--- src/rtl/instr_fetch_unit.sv ---
// Instruction fetch unit: owns the PC, drives the instruction memory address and presents
// fetched words to decode with stall skid, redirect handling and sticky fetch-error trapping.
module instr_fetch_unit #(
    parameter logic [0:31] RESET_PC   = 32'h0000_0000,
    parameter int unsigned IMEM_BYTES = 2048
) (
    input  logic        clk,
    input  logic        reset,
    output logic [0:31] imem_address,
    input  logic [0:31] imem_instruction,
    input  logic        stall,
    input  logic        redirect_valid,
    input  logic [0:31] redirect_pc,
    output logic        if_valid,
    output logic [0:31] if_instruction,
    output logic [0:31] if_pc,
    output logic [0:31] if_pc_plus4,
    output logic        fetch_error,
    output logic [0:31] fetch_count
);

    localparam logic [0:31] LAST_ADDR = 32'(IMEM_BYTES - 4);

    localparam logic [1:0] ST_BOOT = 2'd0;
    localparam logic [1:0] ST_RUN  = 2'd1;
    localparam logic [1:0] ST_HOLD = 2'd2;
    localparam logic [1:0] ST_ERR  = 2'd3;

    logic [1:0]  state_q, state_d;
    logic [0:31] addr_q, addr_d;
    logic [0:31] pend_pc_q, pend_pc_d;
    logic        pend_valid_q, pend_valid_d;
    logic [0:31] skid_instr_q, skid_instr_d;
    logic [0:31] skid_pc_q, skid_pc_d;
    logic        end_q, end_d;
    logic        error_q, error_d;
    logic [0:31] count_q, count_d;
    logic        advance;
    logic        redirect_ok;

    assign redirect_ok = (redirect_pc[30:31] == 2'b00) && (redirect_pc <= LAST_ADDR);

    always_comb begin
        if_valid       = 1'b0;
        if_pc          = pend_pc_q;
        if_instruction = '0;
        case (state_q)
            ST_RUN:  if_valid = pend_valid_q;
            ST_HOLD: begin
                if_valid = 1'b1;
                if_pc    = skid_pc_q;
            end
            default: ;
        endcase
        if (redirect_valid) begin
            if_valid = 1'b0;
        end
        if (if_valid) begin
            if_instruction = (state_q == ST_HOLD) ? skid_instr_q : imem_instruction;
        end
        if_pc_plus4 = if_pc + 32'd4;
    end

    always_comb begin
        state_d      = state_q;
        addr_d       = addr_q;
        pend_pc_d    = pend_pc_q;
        pend_valid_d = pend_valid_q;
        skid_instr_d = skid_instr_q;
        skid_pc_d    = skid_pc_q;
        end_d        = end_q;
        error_d      = error_q;
        count_d      = (if_valid && !stall) ? count_q + 32'd1 : count_q;
        advance      = 1'b0;

        case (state_q)
            ST_BOOT: advance = 1'b1;
            ST_RUN: begin
                if (!stall || !pend_valid_q) begin
                    advance = 1'b1;
                end else begin
                    skid_instr_d = imem_instruction;
                    skid_pc_d    = pend_pc_q;
                    state_d      = ST_HOLD;
                end
            end
            ST_HOLD: advance = !stall;
            default: ;
        endcase

        if (advance) begin
            if (end_q) begin
                // The last legal word has just been accepted; there is nothing further to fetch.
                state_d      = ST_ERR;
                pend_valid_d = 1'b0;
                end_d        = 1'b0;
                error_d      = 1'b1;
            end else begin
                state_d      = ST_RUN;
                pend_pc_d    = addr_q;
                pend_valid_d = 1'b1;
                if (addr_q >= LAST_ADDR) begin
                    end_d = 1'b1;
                end else begin
                    addr_d = addr_q + 32'd4;
                end
            end
        end

        if (redirect_valid) begin
            state_d      = redirect_ok ? ST_RUN : ST_ERR;
            addr_d       = (redirect_pc > LAST_ADDR) ? LAST_ADDR : redirect_pc;
            pend_valid_d = 1'b0;
            skid_instr_d = '0;
            skid_pc_d    = '0;
            end_d        = 1'b0;
            error_d      = !redirect_ok;
        end
    end

    always_ff @(posedge clk or posedge reset) begin
        if (reset) begin
            state_q      <= ST_BOOT;
            addr_q       <= RESET_PC;
            pend_pc_q    <= '0;
            pend_valid_q <= 1'b0;
            skid_instr_q <= '0;
            skid_pc_q    <= '0;
            end_q        <= 1'b0;
            error_q      <= 1'b0;
            count_q      <= '0;
        end else begin
            state_q      <= state_d;
            addr_q       <= addr_d;
            pend_pc_q    <= pend_pc_d;
            pend_valid_q <= pend_valid_d;
            skid_instr_q <= skid_instr_d;
            skid_pc_q    <= skid_pc_d;
            end_q        <= end_d;
            error_q      <= error_d;
            count_q      <= count_d;
        end
    end

    assign imem_address = addr_q;
    assign fetch_error  = error_q;
    assign fetch_count  = count_q;

endmodule

--- config.mk ---
export PLATFORM = sky130hd
export DESIGN_NAME = instr_fetch_unit
export DESIGN_NICKNAME = d
export VERILOG_FILES = /design/src/rtl/instr_fetch_unit.sv
export SDC_FILE = /design/constraint.sdc
export NUM_CORES = 1
export LEC_CHECK = 0
export BUFFER_PORTS_ARGS = -buffer_cell sky130_fd_sc_hd__clkbuf_2
export CAP_MARGIN = 20
export CORE_MARGIN = 8
export CORE_UTILIZATION = 35
export DETAILED_ROUTE_END_ITERATION = 8
export SLEW_MARGIN = 20
export SYNTH_ARGS = -nofsm -noshare
export SYNTH_HDL_FRONTEND = slang
export SYNTH_SLANG_ARGS = --single-unit
--- constraint.sdc ---
create_clock -name clk -period 5.1 [get_ports clk]
set_input_delay 0.255 -clock clk [delete_from_list [all_inputs] [get_ports clk]]
set_output_delay 0.255 -clock clk [all_outputs]
set_load 0.01 [all_outputs]
# Word level (Yosys, flattened, before mapping)
# Cells that the tools add are included.
# W data, S select, Z words.
[classes] n_addsub=3 eq_ne=6 n_bitwise=1 reduce_logical=17 magnitude_cmp=3 mux=34
[op_table] cell="$mux W32" n=14
[op_table] cell="$add A32 B3 Y32 const B" n=2
[op_table] cell="$add A32 B1 Y32 const B" n=1
[op_table] cell="$ge A32 B11 Y1 const B" n=1
[op_table] cell="$gt A32 B11 Y1 const B" n=1
[op_table] cell="$le A32 B11 Y1 const B" n=1
[op_table] cell="$mux W1" n=12
[op_table] cell="$mux W2" n=6
[op_table] cell="$reduce_and A2 Y1" n=4
[op_table] cell="$ne A2 B2 Y1 const B" n=3
[op_table] cell="$reduce_bool A2 Y1" n=3
[op_table] cell="$logic_not A2 Y1" n=2
[op_table] cell="$logic_not A1 Y1" n=3
[op_table] cell="$ne A3 B3 Y1 const B" n=1
[op_table] cell="$pmux W1 S3" n=1
[op_table] cell="$reduce_and A3 Y1" n=1
[op_table] cell="$reduce_bool A3 Y1" n=1
[op_table] cell="$eq A2 B1 Y1 const B" n=1
[op_table] cell="$eq A2 B2 Y1 const B" n=1
[op_table] cell="$logic_and A1 B1 Y1" n=2
[op_table] cell="$pmux W1 S2" n=1
[op_table] cell="$logic_or A1 B1 Y1" n=1
[op_table] cell="$not A1 Y1" n=1
[word_totals] elab_cells=73 out_inout_bits=162 reg_bits=165 input_bits=68

# Depth between registers and ports, before layout
# Gate-level depths: netlist of the first run.
[logic_depth] word_depth=6 depth_mapped=15 mapped_depth_nobuf=10

# Worst setup path after synthesis of the first run
# No wires, ideal clock.
[synth_path] path_type="register to output" startpoint="register state_q[0]" endpoint="output port if_pc_plus4[3] (netlist bit)" arrival_ps=3140 path_stages_with_launch=16 required_time_ps=4845 path_slack_ps=1705 n_path_buf=5 path_cell_list="dfrtp_1 > inv_1 > ha_1 > buf_4 > buf_4 > buf_2 > buf_2 > buf_2 > mux2i_1 > inv_1 > ha_1 > nand4_1 > a22oi_1 > nand4_1 > nor3_1 > xor2_1"
[synth_via] elab_chain_len=3
[synth_rtl] element="start, declared" line="29" rtl="logic [1:0] state_q, state_d;"
[synth_rtl] element="start signal, assigned" line="133" rtl="state_q <= state_d;"
[synth_rtl] element="$eq A2 B2 Y1" line="47" rtl="case (state_q)"
[synth_rtl] element="$mux W32" line="47"
[synth_rtl] element="via if_pc (one bit)" line="16" rtl="output logic [0:31] if_pc,"
[synth_rtl] element="$add A32 B3 Y32" line="61" rtl="if_pc_plus4 = if_pc + 32'd4;"
[synth_rtl] element="end, declared" line="17" rtl="output logic [0:31] if_pc_plus4,"
# The timed path passes the listed nets, and every way through them passes these cells.

# Worst setup path after layout of the first run
[layout_path] startpoint="register state_q[0]" endpoint="output port if_pc_plus4[0] (netlist bit)"
[layout_via] elab_chain_len=3
[layout_rtl] element="$eq A2 B2 Y1" line="47"
[layout_rtl] element="$mux W32" line="47"
[layout_rtl] element="$add A32 B3 Y32" line="61"
# No other way between the ends.

==> key figures, run 1 <==
Yosys
  • Synth area leaders: dfrtp_1 (49%), nand2_1 (7.9%), mux2_2 (6.6%)
  • Cell variety after synth: 52
  • Post-synth EDFFs: 0
  • Area share of the largest cell type after synthesis: 0.491
  • Sequential area share after synthesis: 0.491
  • Top FF cell, synth: dfrtp_1
  • Synth cell count leaders: nand2_1 (177), dfrtp_1 (165), a21oi_1 (70)
  • Yosys reg bits: 165
  • Synthesized area per cell: 9.68 sq um
  • Synth Instances: 869
  • Leading area contributor after synthesis: dfrtp_1
  • Mapped Nets: 944
  • Top-count cell post-synth: nand2_1
  • Warnings, synthesis: 0
  • Synthesized area: 8410 sq um
  • Async SR Flop Fraction: 1.00

Placed design
  • Worst slack, placed: 1630 ps
  • Routability cong.: 0.830
  • Area post-placement: 9850 sq um
  • PortBufs: 229
  • HPWL Detailed: 17700 um

Routing
  • Met2 WL: 11800 um
  • Top Layer Used: met4
  • Via density: 4.97
  • WL met3: 1540 um
  • DRT antenna net count: 0
  • Wl on met1: 11200 um
  • WL per Instance: 17.6 um
  • DRT Pass-1 Iters: 4
  • Detailed Route WL: 24800 um
  • Vias: 7013
  • DRC violations left: 0
  • Iter 0 DRT Violations: 503

Clocking
  • CTS root buf: clkbuf_16
  • Setup Fix Bufs, Post-CTS: 0
  • Clock Sinks: 165
  • CTS tree: done
  • CTS H-tree depth: 4
  • CTS Buf Count: 17
  • Worst-case clock buffer depth: 2
  • Clock-pin slew on the worst setup and hold paths: 80 ps
  • Clk_lat worst skew: 430 ps
  • Post-CTS Resized: 0

Finish
  • Area Growth Syn to Fin: 24.7%
  • Nets: 1153
  • Layout cell share with drive strength beyond 1: 0.301
  • Inserted Diodes: 0
  • Final instance area: 10500 sq um
  • Fillcell total: 2385

STA
  • Worst Max-Slew Pin Slew: 1080 ps
  • Worst hold slack: 51.8 ps
  • Min Clock Period, post-route: 3840 ps
  • Fin. Hold Viols: 0
  • Final period util: 0.754
  • Final setup vio count: 0
  • Max-slew headroom: 0.281
  • Peak Freq: 260 MHz
  • Unrepaired setup endpoints after global routing: false
  • Final TNS setup: 0 ps
  • Max Slew Vio Count: 0
  • Final Skew: 11.2 ps
  • Final WS setup: 1260 ps

GRT
  • Gr usage total: 0.168
  • Vias in the first global route: 7023
  • Initial antenna violation count: 0
  • GR Overflow Total: 0
  • Largest net degree at the start of global routing: 91
  • First-pass GRT wire length: 39200 um

Die
  • Total core area: 23500 sq um
  • Die height: 171 um
  • DIE AREA: 29300 sq um
  • Ports: 230
  • Starting Density: 0.357
  • Die Width: 171 um
  • Row count: 56

Hold path
  • Worst hold path class: in -> reg

Power
  • Worst vdd ir: 191 uV
  • Total Power: 0.00290 W
  • P per Cell Area: 277 nW/um^2
  • Leakage: 5.03 nW

Worst setup path
  • Critical path endpoint category: primary output
  • Crit Path Class: reg -> out
  • Crit Path Max Fanout: 50
  • Crit path arrival time: 3590 ps
  • Worst setup SP type: register
  • Critical Path RT: 4850 ps

Job
  • Max cap viols: 0

Run status
  • Status: finished, final reports clean
-- final cells by class --
type | count | area, sq um | share of cell area
inverter | 17 | 68.8 | 0.00656
sequential | 165 | 4130 | 0.393
clock buffer | 17 | 425 | 0.0405
clock inverter | 15 | 209 | 0.0199
timing repair buffer | 237 | 1210 | 0.115
multi-input combinational | 640 | 4050 | 0.386
tap | 319 | 399 | 0.0380
-- cells by family after synthesis --
| kind of cell | after synthesis | share of synthesized area |
|---|---|---|
| buffers and inverters | 64 | 0.0320 |
| DFF | 165 | 0.491 |
| AOI/OAI and AO/OA | 117 | 0.0840 |
| and+or+nand+nor | 368 | 0.208 |
| adders and majority gates | 7 | 0.0104 |
| muxes | 90 | 0.114 |
| xor gates and xnor gates | 58 | 0.0604 |
-- routing by layer --
| layer | track usage | vias to the layer above |
|---|---|---|
| met1 | 0.217 | 3380 |
| met4 | 0.0435 | 0 |
| met5 | 0 | - |
| li1 | - | 3435 |
| met2 | 0.279 | 180 |
| met3 | 0.0373 | 18 |
-- flip-flops by register name (all words and copies together), names as in the netlist --
register / count
fetch_error: 1
skid_instr_q: 32
pend_valid_q: 1
pend_pc_q: 32
end_q: 1
skid_pc_q: 32
state_q: 2
imem_address: 32
fetch_count: 32
-- repair_timing --
item                                    CTS  global route
endpoints found under the hold margin    55             0
hold buffers                              1             0
endpoints found under the setup margin    0             0
-- report_power, final --
group          total, W  switching, W  internal (W)
logic          0.000180      0.000115     0.0000649
registers       0.00134     0.0000190       0.00132
clock network   0.00138      0.000625      0.000758
-- worst max-delay path, stage by stage, from the launching register on --
cell      delay (ps)
dfrtp_1          400
inv_1            150
ha_4             480
buf_4            720
nand4_1          180
a22oi_1          260
nand3_1          160
nor4_1           430
xor2_1           190
clkbuf_2         180
-- cell usage in the layout, fill, tap and decap left out, types with 16 or more instances in the layout --
master,instances
nand2_1,177
clkbuf_2,228
dfrtp_1,165
nand4_1,26
mux2_2,49
xnor2_1,41
xor2_1,17
inv_1,16
a21oi_1,70
clkbuf_16,17
nor2_1,58
nand3_1,23
mux2i_1,41
-- through the flow --
step / instances / util
6_report: 1410 / 0.446
5_1_grt: 1410 / 0.446
4_1_cts: 1410 / 0.446
3_5_place_dp: 1377 / 0.418
3_3_place_gp: 1377 / 0.418
2_1_floorplan: 869 / -
-- path summary, 6_finish.rpt --
path / startpoint / to / slack (ps) / cells past startpoint
worst max register to register: state_q[0] / imem_address[24] / 2160 / 7
worst min register to register: fetch_count[0] / fetch_count[0] / 480 / 1
min in group asynchronous: reset / fetch_count[16] / 430 / 3
worst min-delay path: imem_instruction[29] / skid_instr_q[29] / 50 / 3
worst max-delay path: state_q[0] / if_pc_plus4[0] / 1260 / 9
max in group asynchronous: reset / imem_address[22] / 3500 / 4
Note: power is estimated with default switching activity, not from simulation.
==> run 2: changes to the inputs <==
clock period = 3.7 ns   (was 5.1 ns; I/O delays follow)
==> run 2 against run 1 <==
  * Flip-flop and latch count unchanged
  * Sequential power is 38% higher
  * Final cell count is 2.6% higher
  * Clock power grew 26%
  * Largest cell class unchanged
  * Largest power group is now sequential cells
==> key figures, run 2 (synthesized netlist as in run 1, its figures left out) <==
Run status
  • Status: finished, final reports clean

Routing
  • Vias: 7209
  • WL per Instance: 17.5 um
  • Iter 0 DRT Violations: 510
  • DRT Pass-1 Iters: 5
  • Detailed Route WL: 25300 um
  • Via density: 4.99
  • DRT antenna net count: 0
  • DRC violations left: 0

STA
  • Max Slew Vio Count: 0
  • Final TNS setup: 0 ps
  • Final period util: 0.910
  • Worst Max-Slew Pin Slew: 1040 ps
  • Unrepaired setup endpoints after global routing: false
  • Fin. Hold Viols: 0
  • Final Skew: 11.1 ps
  • Min Clock Period, post-route: 3370 ps
  • Worst hold slack: 15.8 ps
  • Final setup vio count: 0
  • Peak Freq: 297 MHz
  • Max-slew headroom: 0.308

Power
  • P per Cell Area: 357 nW/um^2
  • Leakage: 5.16 nW
  • Worst vdd ir: 269 uV

Worst setup path
  • Worst setup SP type: register
  • R2r startpoint: state_q[0]
  • Ordered list of cells on the worst path: inv_1 -> ha_4 -> mux2i_1 -> inv_1 -> ha_1 -> nand4_1 -> a22oi_1 -> nand4_1 -> buf_4 -> buf_4 -> nor2_1 -> xor2_1 -> clkbuf_2
  • Critical Path RT: 3510 ps
  • R2R setup slack: 1080 ps
  • FF-to-FF End: fetch_count[5]
  • Crit path arrival time: 3180 ps
  • Crit Path Class: reg -> out
  • Slowest stage cell on the critical path: dfrtp_1
  • R2r worst-path depth: 7
  • Slowest stage delay, CP: 400 ps
  • Critical path endpoint category: primary output
  • Crit Path Max Fanout: 19

Hold path
  • Hold path cells: 3
  • Hold endpoint: skid_instr_q[23]
  • HP Start: imem_instruction[23]
  • Worst hold path class: in -> reg

GRT
  • Largest net degree at the start of global routing: 91
  • Gr usage total: 0.170
  • GRT busiest layer: met2
  • Global-route met2 utilization: 0.274
  • GR met1 Demand/Resource: 0.227
  • GR Overflow Total: 0
  • Initial antenna violation count: 0
  • Met3 usage: 0.0350
  • First-pass GRT wire length: 40000 um
  • Vias in the first global route: 7260

Die
  • DIE AREA: 29300 sq um
  • Total core area: 23500 sq um
  • Ports: 230
  • Die height: 171 um
  • Row count: 56
  • Starting Density: 0.357
  • Die Width: 171 um

Finish
  • Fillcell total: 2347
  • Final Util: 0.460
  • Area Growth Syn to Fin: 28.7%
  • Nets: 1189
  • Commonest non-fill, non-tap cell in the layout: clkbuf_2
  • Commonest cells after routing, fill and taps aside: clkbuf_2 (228), nand2_1 (177), dfrtp_1 (165)
  • Layout cell share with drive strength beyond 1: 0.297
  • Inserted Diodes: 0

Clocking
  • Clock-pin slew on the worst setup and hold paths: 60 ps
  • Worst-case clock buffer depth: 2
  • Clk_lat worst skew: 430 ps
  • CTS tree: done
  • CTS Buf Count: 17
  • CTS H-tree depth: 4
  • CTS root buf: clkbuf_16
  • Clock Sinks: 165

Placed design
  • PortBufs: 229
  • Routability cong.: 0.849
  • HPWL Detailed: 17800 um

Job
  • Max cap viols: 0
-- run 2: cell count changes in the layout (fill, tap and decap cells not counted), sizes merged --
cell / delta
buf: +7
clkinvlp: +2
clkbuf: +3
inv: -5
dlygate4sd3: +29
bufinv: -1
clkinv: +1
-- run 2: area by class of cell --
class | count | area (sq um) | area share
Sequential cell | 165 | 4130 | 0.381
Multi-Input combinational cell | 640 | 4060 | 0.375
Timing Repair Buffer | 273 | 1600 | 0.147
Clock buffer | 20 | 457 | 0.0422
Tap cell | 319 | 399 | 0.0369
Clock inverter | 12 | 120 | 0.0111
Inverter | 17 | 67.6 | 0.00624
-- run 2: worst max path at each step --
stage               startpoint              to  slack, ps  depth (start not counted)
global placement    state_q[0]  if_pc_plus4[3]        660                         11
finish              state_q[0]  if_pc_plus4[5]        330                         13
detailed placement  state_q[0]  if_pc_plus4[3]        530                         11
floorplan           state_q[0]  if_pc_plus4[3]        370                         15
global route        state_q[0]  if_pc_plus4[3]         40                         12
CTS                 state_q[0]  if_pc_plus4[3]         60                         11
-- run 2: per-layer routing --
metal | vias up | wire, um
met3 | 20 | 1350
li1 | 3499 | -
met4 | 0 | 367
met2 | 194 | 11900
met5 | - | 0
met1 | 3496 | 11600
-- run 2: critical path, delay by kind of cell (launching register included) --
family          cells  cell delay [ps]
mux                 1              140
flops               1              400
compound gates      1              390
buf+inv             5              710
xor+xnor            1              150
simple gates        3              380
fa+ha+maj           2              580
-- run 2: timing repair --
action,CTS,global route
setup buffers,0,3
endpoints found under the hold margin,78,0
hold buffers,30,0
endpoints found under the setup margin,0,7
gates resized for setup,0,1
-- run 2: metrics by stage --
| stage | power, W | worst slack, ps | area, sq um | cells |
|---|---|---|---|---|
| finish | 0.00386 | 334 | 10800 | 1446 |
| global route | 0.00402 | 37.0 | 10800 | 1446 |
| CTS | 0.00392 | 63.1 | 10800 | 1443 |
| detailed placement | 0.00214 | 532 | 9920 | 1381 |
| global placement | 0.00214 | 658 | 9920 | 1381 |
| floorplan | 0.00201 | 375 | 8420 | 869 |
-- run 2: where the power goes --
group          switching [W]  internal (W)  leakage (nW)  total [W]
combinational       0.000165      0.000112          2.64   0.000277
sequential         0.0000264       0.00182          2.24    0.00185
clock               0.000760      0.000976         0.283    0.00174
total               0.000951       0.00291          5.16    0.00386
==> run 3: changes to the inputs <==
CORE_UTILIZATION = 57   (was 35)
CTS_CLUSTER_DIAMETER = 120   (was unset)
PLACE_DENSITY = 0.86   (was unset)
clock period = 4.1 ns   (was 3.7 ns; I/O delays follow)
==> run 3 against run 2 <==
  * Clock-buffer cell count shrank 3
  * Critical path depth shrank 2
  * Critical path type unchanged
  * Global-route usage grew 7.7 points
  * Worst hold slack lost 24 ps
  * Flip-flop and latch count is the same
  * Clock power shrank 9%
  * Combinational power shrank 14%
  * Non-clock buffer count shrank 18
  * Sequential share of layout area grew 1.3 points
  * The flow now finishes with violations (negative hold slack)
  * Largest cell class unchanged
  * Setup slack gained 160 ps
  * Clock skew shrank 1.3 ps
==> key figures, run 3 (synthesized netlist as in run 1, its figures left out) <==
Die
  • DIE AREA: 18900 sq um
  • Total core area: 14500 sq um
  • Die height: 138 um
  • Die Width: 138 um
  • Ports: 230
  • Row count: 44
  • Starting Density: 0.581

Finish
  • Final Util: 0.724
  • Area of the multi-input gates: 4050 sq um
  • Nets: 1171
  • Layout cell share with drive strength beyond 1: 0.297
  • Reg area: 4130 sq um
  • Inserted Diodes: 0
  • Fillcell total: 1041
  • Commonest non-fill, non-tap cell in the layout: clkbuf_2
  • Area Growth Syn to Fin: 24.5%
  • Commonest cells after routing, fill and taps aside: clkbuf_2 (228), nand2_1 (177), dfrtp_1 (165)

Routing
  • DRT Pass-1 Iters: 6
  • WL per Instance: 18.3 um
  • DRT antenna net count: 0
  • Vias: 7542
  • Iter 0 DRT Violations: 577
  • Via density: 5.83
  • DRC violations left: 0
  • Detailed Route WL: 23700 um

Run status
  • Status: finished, violations left
  • Failing checks: negative hold slack

Clocking
  • CTS tree: done
  • Worst-case clock buffer depth: 2
  • CTS Buf Count: 17
  • CTS root buf: clkbuf_16
  • Clk_lat worst skew: 430 ps
  • Post-CTS Resized: 0
  • CTS H-tree depth: 4
  • Clock-pin slew on the worst setup and hold paths: 60 ps
  • Clock Sinks: 165

Worst setup path
  • R2r worst-path depth: 6
  • Critical Path RT: 3890 ps
  • Crit path arrival time: 3400 ps
  • Slowest stage delay, CP: 460 ps
  • Worst setup SP type: register
  • Crit Path Max Fanout: 32
  • Cell count along the critical path: 11
  • Slowest stage cell on the critical path: ha_4
  • Ordered list of cells on the worst path: inv_1 -> ha_4 -> mux2i_1 -> inv_1 -> ha_1 -> nand4_1 -> a22oi_1 -> nand4_1 -> nor3_1 -> xor2_1 -> clkbuf_2
  • Buf/Inv on CP: 3
  • Crit Path Class: reg -> out
  • Top Family by Delay on Critical Path: simple AND/OR/NAND/NOR gates
  • Critical path endpoint category: primary output

GRT
  • First-pass GRT wire length: 37300 um
  • Vias in the first global route: 7467
  • Gr usage total: 0.247
  • Largest net degree at the start of global routing: 166
  • Initial antenna violation count: 0
  • GR Overflow Total: 0

Power
  • Worst vdd ir: 254 uV
  • Clock power frac: 0.455
  • Combinational share of power: 0.068
  • Power Internal: 0.00260 W
  • Reg power frac: 0.477
  • Leakage: 5.08 nW
  • P per Cell Area: 333 nW/um^2
  • Sw Ratio: 0.255
  • Psw: 0.000891 W

STA
  • Final period util: 0.880
  • Worst Max-Slew Pin Slew: 1010 ps
  • Min Clock Period, post-route: 3610 ps
  • Fin. Hold Viols: 3
  • Max Slew Vio Count: 0
  • Unrepaired setup endpoints after global routing: false
  • Max-slew headroom: 0.324
  • Peak Freq: 277 MHz
  • Final TNS setup: 0 ps
  • Worst hold slack: -8.10 ps
  • Final setup vio count: 0
  • Final Skew: 9.83 ps

Placed design
  • PortBufs: 229
  • Routability cong.: 0.954
  • HPWL Detailed: 16200 um

Job
  • Max cap viols: 0

Hold path
  • Worst hold path class: in -> async
## run 3: cell types whose count changed in the layout (fill, tap and decap cells not counted), moves of 2 or more
cell           before  now
inv_8               1    3
inv_6               3    6
clkbuf_8            2    0
dlygate4sd3_1      30   18
clkinv_4            4    1
buf_4              11    6
## run 3: metrics by stage
step           hold slack, ps  total power [W]  instances  setup WS [ps]  cell area [sq um]
2_1_floorplan             333          0.00181        869            755               8420
3_3_place_gp              439          0.00192       1242            853               9690
3_5_place_dp              442          0.00192       1242            725               9690
4_1_cts                 0.210          0.00351       1292            244              10500
5_1_grt                  16.6          0.00360       1293            235              10500
6_report                -8.10          0.00349       1293            492              10500
## run 3: power groups by stage
stage / sequential [W] / combinational (W) / clock [W]
finish: 0.00167 / 0.000237 / 0.00159
global route: 0.00167 / 0.000262 / 0.00167
CTS: 0.00167 / 0.000238 / 0.00161
detailed placement: 0.00170 / 0.000223 / 0
global placement: 0.00170 / 0.000220 / 0
floorplan: 0.00169 / 0.000118 / 0
## run 3: area by class of cell
type,count,area share
Inverter,17,0.00645
Timing Repair Buffer,255,0.135
Sequential cell,165,0.394
Multi-Input combinational cell,640,0.387
Tap cell,184,0.0220
Clock inverter,15,0.0154
Clock buffer,17,0.0406
## run 3: worst reg2reg max path, stage by stage, from the launching register on
cell      delay, ps
dfrtp_1         400
inv_1           140
ha_4            460
nor2b_1         320
o311ai_4        260
o41a_1          790
a221o_1         460
## run 3: repair_timing
item	in CTS	in global routing
hold endpoints to repair	18	0
setup buffers	0	1
setup endpoints to repair	0	2
hold buffers	18	0
## run 3: worst paths after layout
kind | start | slack, ps | to
max in group asynchronous | reset | 3460 | imem_address[22]
max reg2reg | state_q[0] | 1150 | imem_address[26]
min in group clk | imem_instruction[23] | 10 | skid_instr_q[23]
min reg2reg | fetch_count[13] | 500 | fetch_count[13]
max | state_q[0] | 490 | if_pc_plus4[3]
min | reset | -8 | fetch_count[31]
## run 3: per-layer routing
metal | share of wire | GRT usage | wire (um) | vias up
met2 | 0.50 | 0.419 | 11800 | 325
met4 | 0.036 | 0.113 | 851 | 0
met5 | 0 | 0 | 0 | -
li1 | - | - | - | 3470
met3 | 0.072 | 0.0485 | 1700 | 61
met1 | 0.40 | 0.299 | 9400 | 3686
